`src/rtl/key_click_decoder.sv`:
```
// Groups debounced key presses separated by at most `window` cycles into one
// click event (1, 2 or 3+ presses) and offers it to the consumer over valid/ack.
module key_click_decoder #(
  parameter int bitwidth = 24,
  parameter int window   = 12500000
) (
  input  logic       clk_sys,
  input  logic       rst_n,
  input  logic       key,
  input  logic       ack,
  output logic       evt_valid,
  output logic [1:0] clicks,
  output logic       drop
);

  typedef enum logic [1:0] {
    IDLE  = 2'd0,
    COUNT = 2'd1,
    HOLD  = 2'd2
  } state_t;

  localparam logic [bitwidth-1:0] TIMER_LAST = bitwidth'(window - 1);

  state_t              r_state;
  logic [bitwidth-1:0] r_timer;
  logic [1:0]          r_cnt;
  logic                r_evt_valid;
  logic [1:0]          r_clicks;
  logic                r_drop;

  state_t              w_state_nxt;
  logic [bitwidth-1:0] w_timer_nxt;
  logic [1:0]          w_cnt_nxt;
  logic                w_evt_valid_nxt;
  logic [1:0]          w_clicks_nxt;
  logic                w_drop_nxt;
  logic                w_press;

  assign w_press = ~key;

  // NOTE: every variable gets a default before the case so no path leaves it
  // unassigned; otherwise synthesis infers a latch.
  always_comb begin
    w_state_nxt     = r_state;
    w_timer_nxt     = r_timer;
    w_cnt_nxt       = r_cnt;
    w_evt_valid_nxt = r_evt_valid;
    w_clicks_nxt    = r_clicks;
    w_drop_nxt      = 1'b0;

    unique case (r_state)
      IDLE: begin
        w_timer_nxt = '0;
        if (w_press) begin
          w_state_nxt = COUNT;
          w_cnt_nxt   = 2'd1;
        end
      end

      COUNT: begin
        // A press outranks the timeout landing in the same cycle.
        if (w_press) begin
          w_cnt_nxt   = (r_cnt == 2'd3) ? 2'd3 : r_cnt + 2'd1;
          w_timer_nxt = '0;
        end else if (r_timer == TIMER_LAST) begin
          w_state_nxt     = HOLD;
          w_evt_valid_nxt = 1'b1;
          w_clicks_nxt    = r_cnt;
        end else begin
          w_timer_nxt = r_timer + 1'b1;
        end
      end

      HOLD: begin
        w_timer_nxt = '0;
        w_drop_nxt  = w_press;
        if (ack) begin
          w_state_nxt     = IDLE;
          w_evt_valid_nxt = 1'b0;
          w_cnt_nxt       = 2'd0;
        end
      end

      default: begin
        w_state_nxt     = IDLE;
        w_timer_nxt     = '0;
        w_cnt_nxt       = 2'd0;
        w_evt_valid_nxt = 1'b0;
      end
    endcase
  end

  // NOTE: sequential state uses non-blocking assignments so all registers
  // update together from pre-edge values.
  always_ff @(posedge clk_sys or negedge rst_n) begin
    if (!rst_n) begin
      r_state     <= IDLE;
      r_timer     <= '0;
      r_cnt       <= 2'd0;
      r_evt_valid <= 1'b0;
      r_clicks    <= 2'd0;
      r_drop      <= 1'b0;
    end else begin
      r_state     <= w_state_nxt;
      r_timer     <= w_timer_nxt;
      r_cnt       <= w_cnt_nxt;
      r_evt_valid <= w_evt_valid_nxt;
      r_clicks    <= w_clicks_nxt;
      r_drop      <= w_drop_nxt;
    end
  end

  assign evt_valid = r_evt_valid;
  assign clicks    = r_clicks;
  assign drop      = r_drop;

endmodule

```
`config.mk`:
```
export PLATFORM = sky130hd
export DESIGN_NAME = key_click_decoder
export DESIGN_NICKNAME = d
export VERILOG_FILES = /design/src/rtl/key_click_decoder.sv
export SDC_FILE = /design/constraint.sdc
export NUM_CORES = 1
export LEC_CHECK = 0
export ABC_AREA = 1
export BUFFER_PORTS_ARGS = -buffer_cell sky130_fd_sc_hd__buf_2
export CORE_MARGIN = 1.5
export CORE_UTILIZATION = 55
export DETAILED_ROUTE_END_ITERATION = 16
export PLACE_DENSITY = 0.81
export SLEW_MARGIN = 20
export SYNTH_ARGS = -nofsm -noshare
export SYNTH_HDL_FRONTEND = slang
export SYNTH_SLANG_ARGS = --single-unit
export TNS_END_PERCENT = 5
```
`constraint.sdc`:
```
create_clock -name clk_sys -period 1.3 [get_ports clk_sys]
set_input_delay 0.26 -clock clk_sys [delete_from_list [all_inputs] [get_ports clk_sys]]
set_output_delay 0.26 -clock clk_sys [all_outputs]
set_load 0.01 [all_outputs]
```
After elaboration in Yosys (flattened, before gate mapping)
Cells that the tools add are included.
{"block": "op_classes", "mux": 16, "bitwise_logic": 2, "reduce_logical": 5, "eq_ne": 10, "addsub": 2}
{"op": "$mux W24", "count": 3}
{"op": "$add A24 B1 Y24 const B", "count": 1}
{"op": "$eq A24 B24 Y1 const B", "count": 1}
{"op": "$mux W2", "count": 6}
{"op": "$pmux W2 S3", "count": 2}
{"op": "$ne A2 B2 Y1 const B", "count": 5}
{"op": "$reduce_and A4 Y1", "count": 2}
{"op": "$reduce_and A3 Y1", "count": 2}
{"op": "$eq A2 B2 Y1 const B", "count": 2}
{"op": "$mux W1", "count": 4}
{"op": "$ne A3 B3 Y1 const B", "count": 1}
{"op": "$pmux W1 S3", "count": 1}
{"op": "$add A2 B1 Y2 const B", "count": 1}
{"op": "$eq A2 B1 Y1 const B", "count": 1}
{"op": "$logic_not A2 Y1", "count": 1}
{"op": "$not A1 Y1", "count": 2}
{"block": "totals", "output_inout_bits": 4, "register_bits": 32, "elab_cells": 41}

Longest topological paths before layout
Gate-level depths: netlist (run 1).
{"block": "depth", "word_depth": 4, "ltp_mapped": 9}

Worst setup path before layout (run 1)
No wires, ideal clock.
{"block": "synth_timing", "path_kind": "reg2reg", "from": "register r_timer[0]", "to": "register r_clicks[0], in the netlist clicks[0]", "arrival_time_ps": 1230, "setup_slack_ps": -51, "period_less_slack_ps": 1351, "path_stages_with_launch": 9, "required_ps": 1179, "n_path_buf": 0, "setup_time_ps": 121, "path_cell_list": "dfrtp_1 ha_1 nand2_1 nor2_4 nand4_2 nor2_4 nand3_4 nand2_1 o21ai_1"}
{"block": "synth_via", "elab_chain_cells": 2}
{"item": "start: declaration", "line_no": "25", "rtl": "logic [bitwidth-1:0] r_timer;"}
{"item": "start signal: assignment", "line_no": "105", "rtl": "r_timer <= w_timer_nxt;"}
{"item": "$eq A24 B24 Y1", "line_no": "65", "rtl": "end else if (r_timer == TIMER_LAST) begin"}
{"item": "$reduce_and A3 Y1 (no line)"}
{"item": "end signal: assignment", "line_no": "108", "rtl": "r_clicks <= w_clicks_nxt;"}
{"item": "end: declaration", "line_no": "28", "rtl": "logic [1:0] r_clicks;"}
No other way between the ends.
A chain may end at the register's enable or synchronous reset.

Final worst setup path (run 1)
Ends and elaborated chain as after synthesis.

==> results of run 1 <==
-- cell families (layout without fill, tap and decap cells) --
group                      Yosys count  after routing  synth area share (%)
xor gates and xnor gates             4              4                  1.89
and+or+nand+nor                    147            147                  38.6
DFF                                 32             32                  43.2
AOI/OAI and AO/OA                   25             25                  7.82
adders and majority gates            1              1                 0.674
buffers and inverters               38             89                  7.89
-- registers in the layout, indices dropped and copies added (netlist names) --
register and flops:
clicks 2, evt_valid 1, r_timer 24, r_state 2
drop 1, r_cnt 2
-- synthesized netlist by cell type (2+ instances only) --
cell type	instances
nand3_1	20
nor2_2	4
inv_1	36
nand3b_1	2
nor3_1	5
nand3_2	2
o21ai_1	4
nand2_2	4
nor2_1	38
nand2_1	56
nand4_1	5
o21ai_0	8
a31oi_1	3
dfrtp_1	32
xor2_1	4
a21oi_1	6
nor2_4	7
-- where the power goes --
group          internal (W)  leakage, nW  switching (W)
Clock              0.000403       0.0422       0.000346
Sequential          0.00100        0.431     0.00000974
Combinational     0.0000472        0.680      0.0000681
-- path summary, 6_finish.rpt --
check | from | to | slack, ns | cells after the start
worst max-delay path | r_timer[0] | clicks[0] | -0.19 | 8
worst min-delay path | ack | r_state[1] | 0.24 | 3
worst max register to register | r_timer[0] | clicks[0] | -0.19 | 8
worst min register to register | clicks[1] | clicks[1] | 0.49 | 2
max in group asynchronous | rst_n | clicks[1] | 0.52 | 3
min in group asynchronous | rst_n | r_timer[11] | 0.36 | 2
-- worst max-delay path, cell delays in order (launching register included) --
cell and delay [ns]:
dfrtp_1 0.40, ha_4 0.16, nand2_2 0.08, nor2_4 0.22, nand4_4 0.11, nor2_4 0.13
nand3_4 0.13, nand2_1 0.08, o21ai_1 0.06
-- what timing repair did --
item,4_1_cts,5_1_grt
gates resized for setup,1,16
hold buffers,1,0
hold endpoints to repair,14,0
endpoints found under the setup margin,26,29
buffers inserted,0,3
pin swaps,5,9
-- per-layer routing --
metal,track usage (%),up-vias
met1,36.4,870
met5,0,-
met2,41.8,60
li1,-,887
met4,8.07,0
met3,5.88,5
-- cells in the final DEF (no fill, tap or decap), types with 2 or more instances in the layout --
| cell type | n |
|---|---|
| dfrtp_1 | 32 |
| nor2_4 | 9 |
| a21oi_1 | 6 |
| nand2_2 | 8 |
| nand3_4 | 3 |
| nand3_1 | 19 |
| buf_2 | 7 |
| nor3_1 | 5 |
| clkbuf_4 | 5 |
| nand2_1 | 51 |
| buf_4 | 35 |
| nor2_1 | 34 |
| a31oi_1 | 3 |
| nand3b_1 | 2 |
| xor2_1 | 4 |
| nor2_2 | 6 |
| o21ai_0 | 8 |
| o21ai_1 | 4 |
| inv_1 | 36 |
| nand4_1 | 5 |
-- cell type report --
cell class / count / area share [%]
Inverter: 37 / 5.82
Clock buffer: 6 / 1.73
Multi-Input combinational cell: 177 / 41.4
Sequential cell: 32 / 33.6
Timing Repair Buffer: 44 / 13.7
Tap cell: 44 / 2.31
Clock inverter: 2 / 1.47
-- through the flow --
stage                     setup slack (ns)  util [%]  hold slack [ns]  std cells  TNS [ns]
after global placement             -0.0675      70.6            0.192        331    -0.550
final                               -0.188      76.3            0.244        342     -3.33
after global routing                -0.292      76.3            0.246        342     -6.01
after floorplan                    -0.0368         -          -0.0356        247    -0.120
after CTS                           -0.145      73.4            0.240        340     -1.94
after detailed placement            -0.129      70.6            0.194        331     -1.53
==> results.toml, run 1 <==
[run]
cap_violations = 0

[floorplanning]
fp.dieW_microns = 61.1
die_y_microns = 61.1
core_area_sq_um = 3130
start_util_pct = 59.3
num_io_pins = 8
die-area_sq_um = 3730
rows = 20

[detailed_routing]
vias = 1822
via_per_inst = 5.33
drt-met1-wl_microns = 2110
dr.pass1.iters = 5
drt-wirelength-per-cell_microns = 13.5
top_layer = "met4"
postRouteAntennaNets = 0
wl_met2_microns = 2210
drc = 0
wirelength_microns = 4620
wl_met3_microns = 265
first_iter_violations = 98

[logic_synthesis]
yosysWarnings = 0
ys_seq_elements = 32
ys_seq_area_share_pct = 43.2
syn_nets = 252
synthArstFlopShare_pct = 100
synth.cell_area_sq_um = 1860
synth-main-ff-cell = "dfrtp_1"
syn_area_per_cell_sq_um = 7.51
yosysTopAreaCell = "dfrtp_1"
synth_cells = 247
synth.distinct_cells = 28
synth_top_cell_area_share_pct = 43.2
ys_top_cells_by_area = "dfrtp_1 43%, nand2_1 11%, nor2_1 7.7%"
synth-edff-count = 0

[final_layout]
stdcell_area_sq_um = 2390
nets = 302
antennaDiodeCount = 0
multi_input_area_sq_um = 987
drive_above_1_share_pct = 28.2
seqCellArea_sq_um = 801
fillers = 224
area_growth_pct = 28.6

[timing]
hold_viol = 0
period_needed_ns = 1.49
worst_pin_slew_ns = 0.360
finalMaxSlewViolations = 0
slew-limit-headroom_pct = 75.7
rsz0062_at_grt = "yes"
fin_worst_skew_ns = 0.00888
fmax_mhz = 672
finalSetupViolCount = 29
period_share_pct = 114
worst_slack_ns = -0.188

[power_and_ir_drop]
total_power_w = 0.00188
p_per_area_nw_per_um2 = 787
p_leak_nw = 1.15
vdd_drop_max_mv = 0.499

[cts]
clock_sinks = 32
cts_root_buf = "clkbuf_4"
htree_num_levels = 2
clkTransAtPathRegs_ns = 0.11
cts_buffer_depth = 2
cts_tree = "yes"
cts_buffers = 5
clk_latency_ns = 0.34

[status]
violations = "negative setup slack"
status = "finished, violations left"

[worst_setup_path]
arrival_ns = 1.71
criticalPathCategory = "reg -> reg"
worstPathMaxFanout = 8
cp.required_ns = 1.53
worst_setup_path_end_kind = "register"
cp-start-kind = "register"

[placement]
place.gp.congestion = 0.931
numPortBuffers = 7
place_hpwl_microns = 3430
placed_cell_area_sq_um = 2210

[grt]
grt_pass1_wl_microns = 7200
grtUsageTotal_pct = 26.4
grt_overflow = 0
grt_pass1_vias = 1594
antenna_found_initial = 0
grt_max_degree = 19

[hold_path]
hold_class = "in -> reg"
(Power assumes the default switching activity.)
==> run 2, diff against run 1 <==
--- a/config.mk
+++ b/config.mk
@@ -7,7 +7,6 @@
 export LEC_CHECK = 0
 export ABC_AREA = 1
 export BUFFER_PORTS_ARGS = -buffer_cell sky130_fd_sc_hd__buf_2
-export CORE_MARGIN = 1.5
 export CORE_UTILIZATION = 55
 export DETAILED_ROUTE_END_ITERATION = 16
 export PLACE_DENSITY = 0.81
==> results.toml, run 2 (synthesized netlist as in run 1, its figures left out) <==
[status]
status = "finished, violations left"
violations = "negative setup slack"

[final_layout]
antennaDiodeCount = 0
largest_reg_flops = 24
drive_above_1_share_pct = 26.3
regMostFlops = "r_timer"
layout_common_cells = "54 x nand2_1, 36 x inv_1, 32 x nor2_1, 32 x dfrtp_1, 30 x buf_4"
final_common_cell = "nand2_1"
nets = 297
finalCoreUtilization_pct = 73.8
fillers = 214
final_cells = 337
area_growth_pct = 24.5

[floorplanning]
start_util_pct = 59.3
core_area_sq_um = 3130
rows = 20
fp.dieW_microns = 60.1
num_io_pins = 8
die_y_microns = 60.1
die-area_sq_um = 3610

[timing]
fin_worst_skew_ns = 0.0183
finalSetupViolCount = 24
fin_tns_setup_ns = -1.76
period_share_pct = 111
period_needed_ns = 1.44
rsz0062_at_grt = "yes"
slew-limit-headroom_pct = 72.7
finalMaxSlewViolations = 0
fmax_mhz = 696
worst_pin_slew_ns = 0.410
worst_slack_ns = -0.137
hold_viol = 0
hold_ws_ns = 0.225

[worst_setup_path]
reg2reg_from = "r_timer[1]"
cp_common_cell = "nor2_4"
reg2reg_slack_ns = -0.14
path_cells = "ha_2 -> nand2_2 -> nor2_4 -> nand4_2 -> nor2_4 -> nand3_4 -> nand2_1 -> o21ai_1"
cp.required_ns = 1.55
crit_path_end = "clicks[0]"
arrival_ns = 1.69
cp-start-kind = "register"
worstSetupStartpoint = "r_timer[1]"
reg2reg_depth = 8
r2r_end = "clicks[0]"
criticalPathCategory = "reg -> reg"
crit_slowest_cell = "dfrtp_1"
worst_setup_path_end_kind = "register"
slowest_delay_ns = 0.37
worstPathMaxFanout = 8

[grt]
grt_pass1_vias = 1708
met1_usage_pct = 35.3
grtUsageMet2_pct = 46.5
grtUsageTotal_pct = 28.2
use_met3_pct = 6.49
grt_overflow = 0
grt-busiest-layer = "met2"
grt_pass1_wl_microns = 7320
antenna_found_initial = 0
grt_max_degree = 33

[power_and_ir_drop]
p_leak_nw = 1.11
vdd_drop_max_mv = 0.649
p_per_area_nw_per_um2 = 813

[detailed_routing]
drc = 0
wirelength_microns = 4490
postRouteAntennaNets = 0
via_per_inst = 5.24
dr.pass1.iters = 4
drt-wirelength-per-cell_microns = 13.3
first_iter_violations = 141
vias = 1766

[placement]
pre_cts_ws_ns = -0.126
place.gp.congestion = 0.971
dp.cells = 328
place_hpwl_microns = 3310
numPortBuffers = 7

[cts]
cts_root_buf = "clkbuf_4"
cts_tree = "yes"
clkTransAtPathRegs_ns = 0.11
htree_num_levels = 2
clock_sinks = 32
cts_setup_buffers = 0
cts_buffer_depth = 2
clk_latency_ns = 0.35
cts_buffers = 5

[hold_path]
hold_class = "in -> reg"
hp-start = "ack"

[run]
cap_violations = 0
==> run 2: cell types whose count changed in the layout (fill, tap and decap cells not counted), moves of 2 or more <==
cell | before | now
nand2_1 | 51 | 54
buf_4 | 35 | 30
nand2_2 | 8 | 6
nor2_2 | 6 | 8
nor2_1 | 34 | 32
==> run 2: per-layer routing <==
layer  share of wire, %  vias up
met5                  0        -
met4                1.2        0
met3                5.4        7
met2                 49       50
met1                 44      831
li1                   -      878
==> run 2: per-stage QoR <==
step	cell area [sq um]	power, W
after floorplan	1860	0.00107
after global placement	2190	0.00113
after detailed placement	2190	0.00114
after CTS	2290	0.00189
after global routing	2310	0.00195
final	2310	0.00188
==> run 2: worst min path at each step <==
| stage | end | slack (ns) | cells after the start |
|---|---|---|---|
| after floorplan | clicks[0] | -0.04 | 0 |
| after global placement | r_timer[13] | 0.30 | 2 |
| after detailed placement | r_timer[13] | 0.30 | 2 |
| after CTS | drop | 0.22 | 3 |
| after global routing | drop | 0.23 | 3 |
| final | r_state[1] | 0.22 | 3 |
==> run 2: critical path, delay by kind of cell (launching register included) <==
family	cells	cell delay [ns]
compound gates	1	0.06
fa+ha+maj	1	0.20
flops	1	0.37
simple gates	6	0.69
==> run 2: final cells by class <==
cell class                      instances  area [sq um]  area share, %
Timing Repair Buffer                   39           290           12.6
Inverter                               37           139           6.01
Clock inverter                          2          35.0           1.52
Sequential cell                        32           801           34.7
Clock buffer                            6          41.3           1.79
Tap cell                               44          55.1           2.38
Multi-Input combinational cell        177           948           41.1
==> run 2: what timing repair did <==
item | 4_1_cts | 5_1_grt
hold endpoints to repair | 32 | 0
gates resized for setup | 6 | 5
pin swaps | 0 | 1
hold buffers | 1 | 0
setup endpoints to repair | 27 | 29
==> run 2: where the power goes <==
part | total [W] | leakage (nW) | switching, W | internal [W]
registers | 0.00101 | 0.431 | 0.00000754 | 0.00100
logic | 0.000112 | 0.636 | 0.0000681 | 0.0000434
clock network | 0.000754 | 0.0422 | 0.000351 | 0.000403
